===== src/rtl/instr_mem_responder.sv =====
// instr_mem_responder
//   Memory-side responder for the instruction-fetch interface. Holds
//   DEPTH_WORDS 32-bit words. It accepts one fetch at a time and returns the
//   word LATENCY cycles after accept over a valid/ready handshake. A load port
//   writes program words while the responder is idle. A flush discards any
//   in-flight or pending response.
//
// Ports
//   clk          rising-edge clock
//   rst_n        asynchronous reset, active low
//   req_valid_i  fetch request valid
//   req_ready_o  fetch request can be accepted this cycle
//   req_addr_i   fetch byte address (PC)
//   flush_i      redirect: kill any in-flight or pending fetch
//   rsp_valid_o  response valid
//   rsp_ready_i  fetch stage consumes the response
//   rsp_instr_o  fetched instruction word (NOP_INSTR on error)
//   rsp_addr_o   byte address the response belongs to
//   rsp_err_o    fetch was misaligned or out of range
//   ld_en_i      write ld_data_i to ld_addr_i this cycle
//   ld_ready_o   load will be accepted this cycle
//   ld_addr_i    load byte address (same mapping/checks as fetch)
//   ld_data_i    word to store
module instr_mem_responder #(
  parameter int          DEPTH_WORDS = 64,
  parameter int          LATENCY     = 2,     // legal range 1..4
  parameter logic [31:0] BASE_ADDR   = 32'h0000_0000,
  parameter logic [31:0] NOP_INSTR   = 32'h0000_0013
) (
  input  logic        clk,
  input  logic        rst_n,
  input  logic        req_valid_i,
  output logic        req_ready_o,
  input  logic [31:0] req_addr_i,
  input  logic        flush_i,
  output logic        rsp_valid_o,
  input  logic        rsp_ready_i,
  output logic [31:0] rsp_instr_o,
  output logic [31:0] rsp_addr_o,
  output logic        rsp_err_o,
  input  logic        ld_en_i,
  output logic        ld_ready_o,
  input  logic [31:0] ld_addr_i,
  input  logic [31:0] ld_data_i
);

  localparam int IDX_W = (DEPTH_WORDS > 1) ? $clog2(DEPTH_WORDS) : 1;

  typedef enum logic [1:0] {IDLE, BUSY, RESP} state_t;

  state_t      state_q, state_d;
  logic [2:0]  cnt_q, cnt_d;
  logic [31:0] addr_q, addr_d;
  logic        err_q, err_d;
  logic [31:0] rsp_instr_q, rsp_instr_d;
  logic [31:0] rsp_addr_q, rsp_addr_d;
  logic        rsp_err_q, rsp_err_d;

  logic [31:0] mem [DEPTH_WORDS];

  function automatic logic addr_err(input logic [31:0] a);
    logic [31:0] off;
    off = a - BASE_ADDR;
    return (a[1:0] != 2'b00) || (a < BASE_ADDR) || ((off >> 2) >= 32'(DEPTH_WORDS));
  endfunction

  function automatic logic [IDX_W-1:0] addr_idx(input logic [31:0] a);
    return IDX_W'((a - BASE_ADDR) >> 2);
  endfunction

  logic        req_fire, ld_fire;
  logic        src_err;
  logic [31:0] src_addr;

  // rst_n gating keeps both ready outputs low for the whole reset period.
  assign ld_ready_o  = rst_n && (state_q == IDLE) && !flush_i;
  assign req_ready_o = rst_n && (state_q == IDLE) && !flush_i && !ld_en_i;
  assign req_fire    = req_valid_i && req_ready_o;
  assign ld_fire     = ld_en_i && ld_ready_o;

  // The response is captured either straight from the request (LATENCY=1,
  // entering RESP on the accept edge) or from the latched request in BUSY.
  assign src_addr = (state_q == IDLE) ? req_addr_i : addr_q;
  assign src_err  = (state_q == IDLE) ? addr_err(req_addr_i) : err_q;

  always_comb begin
    state_d     = state_q;
    cnt_d       = cnt_q;
    addr_d      = addr_q;
    err_d       = err_q;
    rsp_instr_d = rsp_instr_q;
    rsp_addr_d  = rsp_addr_q;
    rsp_err_d   = rsp_err_q;
    case (state_q)
      IDLE: begin
        if (req_fire) begin
          addr_d = req_addr_i;
          err_d  = addr_err(req_addr_i);
          if (LATENCY == 1) begin
            state_d     = RESP;
            rsp_instr_d = src_err ? NOP_INSTR : mem[addr_idx(src_addr)];
            rsp_addr_d  = src_addr;
            rsp_err_d   = src_err;
          end else begin
            state_d = BUSY;
            cnt_d   = 3'(LATENCY - 1);
          end
        end
      end
      BUSY: begin
        if (flush_i) begin
          state_d = IDLE;
        end else begin
          cnt_d = cnt_q - 3'd1;
          if (cnt_q == 3'd1) begin
            state_d     = RESP;
            rsp_instr_d = src_err ? NOP_INSTR : mem[addr_idx(src_addr)];
            rsp_addr_d  = src_addr;
            rsp_err_d   = src_err;
          end
        end
      end
      RESP: begin
        // A flush and a handshake both return to IDLE; with flush the
        // response is simply treated as dropped.
        if (flush_i || rsp_ready_i) state_d = IDLE;
      end
      default: state_d = IDLE;
    endcase
  end

  always_ff @(posedge clk or negedge rst_n) begin
    if (!rst_n) begin
      state_q     <= IDLE;
      cnt_q       <= 3'd0;
      addr_q      <= 32'd0;
      err_q       <= 1'b0;
      rsp_instr_q <= 32'd0;
      rsp_addr_q  <= 32'd0;
      rsp_err_q   <= 1'b0;
    end else begin
      state_q     <= state_d;
      cnt_q       <= cnt_d;
      addr_q      <= addr_d;
      err_q       <= err_d;
      rsp_instr_q <= rsp_instr_d;
      rsp_addr_q  <= rsp_addr_d;
      rsp_err_q   <= rsp_err_d;
    end
  end

  // Storage is deliberately not reset so program contents survive rst_n.
  // Errored load addresses are dropped.
  always_ff @(posedge clk) begin
    if (ld_fire && !addr_err(ld_addr_i)) mem[addr_idx(ld_addr_i)] <= ld_data_i;
  end

  assign rsp_valid_o = (state_q == RESP);
  assign rsp_instr_o = rsp_instr_q;
  assign rsp_addr_o  = rsp_addr_q;
  assign rsp_err_o   = rsp_err_q;

endmodule

===== config.mk =====
export PLATFORM = sky130hd
export DESIGN_NAME = instr_mem_responder
export DESIGN_NICKNAME = d
export VERILOG_FILES = /design/src/rtl/instr_mem_responder.sv
export SDC_FILE = /design/constraint.sdc
export NUM_CORES = 2
export LEC_CHECK = 0
export BUFFER_PORTS_ARGS = -buffer_cell sky130_fd_sc_hd__buf_2
export CAP_MARGIN = 20
export CORE_MARGIN = 4
export CORE_UTILIZATION = 40
export CTS_CLUSTER_SIZE = 20
export DETAILED_ROUTE_END_ITERATION = 10
export GPL_TIMING_DRIVEN = 0
export PLACE_DENSITY_LB_ADDON = 0.2
export SLEW_MARGIN = 30
export SYNTH_ARGS = -nofsm -noshare
export SYNTH_HDL_FRONTEND = slang
export SYNTH_SLANG_ARGS = --single-unit

===== constraint.sdc =====
create_clock -name clk -period 5.1 [get_ports clk]
set_clock_uncertainty 0.15 [all_clocks]
set_input_delay 0.51 -clock clk [delete_from_list [all_inputs] [get_ports clk]]
set_output_delay 0.51 -clock clk [all_outputs]
set_load 0.1 [all_outputs]

==> summary.md <==
| Metric | Value |
|---|---|
| Post-synth top area cell | edfxtp_1 |
| Failing checks | negative setup slack |
| Worst Setup End Kind | flop |
| Post-layout instance area | approximately 100000 um^2 |
| Tot GR Track Use | 28.0% |
| Worst reg2reg setup slack | -0.15 ns |
| Actual slew at the worst max-slew pin | between 1 and 1.5 ns |
| Ys Warns | 0 |
| RSZ-0062 raised after global routing | true |
| Clock buffer depth | 3 |
| CTS Buf Count | 220 |
| Vias per Instance | 5.88 |
| Setup ws final | -0.149 ns |
| Max-cap violations | 0 |
| Fillers | 17900 |
| Antenna-violating nets left | 0 |
| Seq pwr share | 48.6% |
| Vias in the first global route | roughly 52000 |
| WL per Instance | around 32 um |
| Worst Hold Class | in2async |
| Finished Layout Cells | 9483 |
| DP Area | about 92000 um^2 |
| Root buffer cell | clkbuf_16 |
| Port Buffers | 165 |
| Antenna violations before repair | 32 |
| Synth Net Count | ~6000 |
| Final Max Tran Viols | 0 |
| Asr flop ratio synth | 4.79% |
| Placer Congestion | 0.910 |
| Slew headroom | between 20% and 30% |
| Syn Area/Cell | 14.1 um^2 |
| Post-placement cell count | 8985 |
| Total Wirelength | 308 mm |
| Total Nets Final | 6586 |
| GR Overflow Total | 0 |
| Critical path data arrival time | between 5 and 6 ns |
| # DRC | 0 |
| #FFs+latches synth | 2151 |
| H-tree depth | 4 |
| Post-synth top area share | 73.9% |
| Final hold vios | 0 |
| Pwr/cell area | ~410 nW/um^2 |
| Die Width | between 400 and 500 um |
| Clock Latency Late Sink | roughly 0.86 ns |
| Comb power frac | between 10% and 20% |
| Largest net degree at the start of global routing | 65 |
| Final setup TNS | -0.177 ns |
| Predominant post-synthesis flop cell | edfxtp_1 |
| Crit path kind | reg2reg |
| Die H | 464 um |
| Net Switching | roughly 12 mW |
| Critical-path top delay cell | nand4_1 |
| Reg-to-reg critical path endpoint | rsp_instr_o[6] |
| Cell with the most instances after synthesis | edfxtp_1 |
| # rows | 167 |
| Worst EP required | 5.69 ns |
| Synth cell types | 56 |
| Area grow syn2layout | 19.4% |
| Post-route minimum period | 5.25 ns |
| CTS tree | yes |
| Outcome | finished with violations |
| Share of cells above drive strength 1 | 13.7% |
| Design internal power | 29.1 mW |
| Fin crit share | 103% |
| Sw Share | about 29% |
| Fmax | 191 MHz |
| Drt pass-1 iters | 6 |
| Number of I/O pins | 170 |
| Global-route wire length before repair | 422 mm |
| FF-to-FF Start | state_q[0] |
| Leak | around 33 nW |
| FF-to-FF path depth | 11 |
| Vias | 55700 |
| CP most frequent cell | buf_2 |
| CORE AREA | roughly 210000 um^2 |
| Post-Syn Area | about 83000 um^2 |
| Critical path launch point type | flop |
| Clk sinks | between 2000 and 2500 |
| Crit-path cells | buf_2 -> o21ai_1 -> nand2_1 -> buf_4 -> buf_2 -> clkbuf_1 -> a211oi_1 -> a31oi_1 -> o2111ai_1 -> nand4_1 -> a221o_1 |
| Commonest cells post-synth | edfxtp_1, nand2_1, nand3_1 |
| Crit path max fanout | 10 |
| VDD IR max | around 0.40 mV |
| Die area | about 220000 um^2 |
| Drt initial violations | 7966 |
| Top post-synthesis cells by area | edfxtp_1, nand2_1, nand3_1, dfrtp_1, a31oi_1 |
| Clock power share | 37.3% |
| Post-synth EDFFs | 2048 |
| Worst-path clk slew | ~0.060 ns |
| Initial Util | 40.2% |
| Crit path largest cell delay | 0.99 ns |
| Final setup violating endpoints | 3 |
| Mapped Cells | 5891 |
| Sequential area share after synthesis | about 77% |
| HPWL Detailed | 215 mm |
[cell families (layout without fill, tap and decap cells)]
logic type               count (synthesis)  in the layout  share of synthesized area (%)
buffers and inverters                  387           1168                           1.97
AO/OA/AOI/OAI                          512            512                           4.51
flip-flops                            2151           2151                           77.0
XOR/XNOR                                 1              1                         0.0105
adder cells (fa/ha/maj)                  2              2                         0.0301
multiplexers                           179            179                           2.65
other                                    0             23                              0
AND/OR/NAND/NOR                       2659           2659                           13.8
[power by group through the flow]
| stage | clock network, mW | registers (mW) | logic (mW) |
|---|---|---|---|
| after global placement | 0 | 20.3 | 5.57 |
| after floorplan | 0 | 21.8 | 1.86 |
| after detailed placement | 0 | 20.3 | 5.69 |
| after CTS | 15.4 | 20.0 | 5.74 |
| final | 15.3 | 20.0 | 5.79 |
| after global routing | 16.1 | 20.0 | 6.01 |
[sequential cells by signal, summed over array words and instances (netlist names)]
name	flops
mem	2048
addr_q	32
rsp_addr_o	32
rsp_instr_o	32
cnt_q	3
state_q	2
err_q	1
rsp_err_o	1
[worst max-delay path, delay by kind of cell (launching register included)]
family,cells,cell delay [ns]
compound gates,5,2.43
simple gates,2,1.21
buf+inv,4,0.94
flops,1,0.37
[stage by stage]
step | util, % | hold slack [ns] | worst slack, ns | power, mW
6_report | 48.0 | 0.0575 | -0.149 | 41.0
5_1_grt | 48.0 | 0.0524 | -0.140 | 42.1
4_1_cts | 47.9 | 0.00375 | 0.00520 | 41.1
3_5_place_dp | 44.4 | 0.309 | -0.329 | 26.0
3_3_place_gp | 42.3 | 0.300 | -4.46 | 25.9
2_1_floorplan | - | 0.0644 | -0.0303 | 23.6
[metal layers]
| layer | global-route usage (%) | routed length, um | vias to the layer above |
|---|---|---|---|
| li1 | - | - | 23500 |
| met1 | 36.5 | 116000 | 28400 |
| met2 | 44.0 | 142000 | 3216 |
| met3 | 5.91 | 30200 | 673 |
| met4 | 15.1 | 19500 | 8 |
| met5 | 1.14 | 53 | - |
[placed cells by master, fill, tap and decap left out, types with 51 or more instances in the layout]
cell	n
a31oi_1	228
a32oi_1	72
and3_1	52
buf_16	124
buf_2	250
buf_4	52
clkbuf_1	264
clkbuf_16	222
dfrtp_1	103
dlygate4sd3_1	51
edfxtp_1	2048
mux2i_1	114
nand2_1	1689
nand3_1	560
nand4_1	222
nor2_4	64
[worst max path at each step]
stage,startpoint,end,slack (ns)
after floorplan,state_q[0],mem[63][0],-0.03
after global placement,rst_n,mem[41][7],-4.46
after detailed placement,state_q[0],mem[22][16],-0.33
after CTS,state_q[0],mem[63][15],0.005
after global routing,state_q[0],rsp_instr_o[6],-0.14
final,state_q[0],rsp_instr_o[6],-0.15
[final cells by class]
type                            instances  area (um^2)  area share [%]
Sequential cell                      2151        64100            64.5
Inverter                                5         18.8          0.0189
Multi-Input combinational cell       3353        18100            18.2
Clock inverter                        108          802           0.807
Clock buffer                          304         5940            5.98
Tap cell                             2788         3490            3.51
Buffer                                382         1660            1.67
Antenna cell                           23         57.6          0.0579
Timing Repair Buffer                  369         5230            5.26
[repair_timing]
item,CTS,global route
endpoints found under the hold margin,474,0
endpoints found under the setup margin,789,308
gates resized for setup,5,17
buffers inserted,2,10
pin swaps,4,10
hold buffers,51,0
No activity file was read; power rests on OpenSTA's default activity.
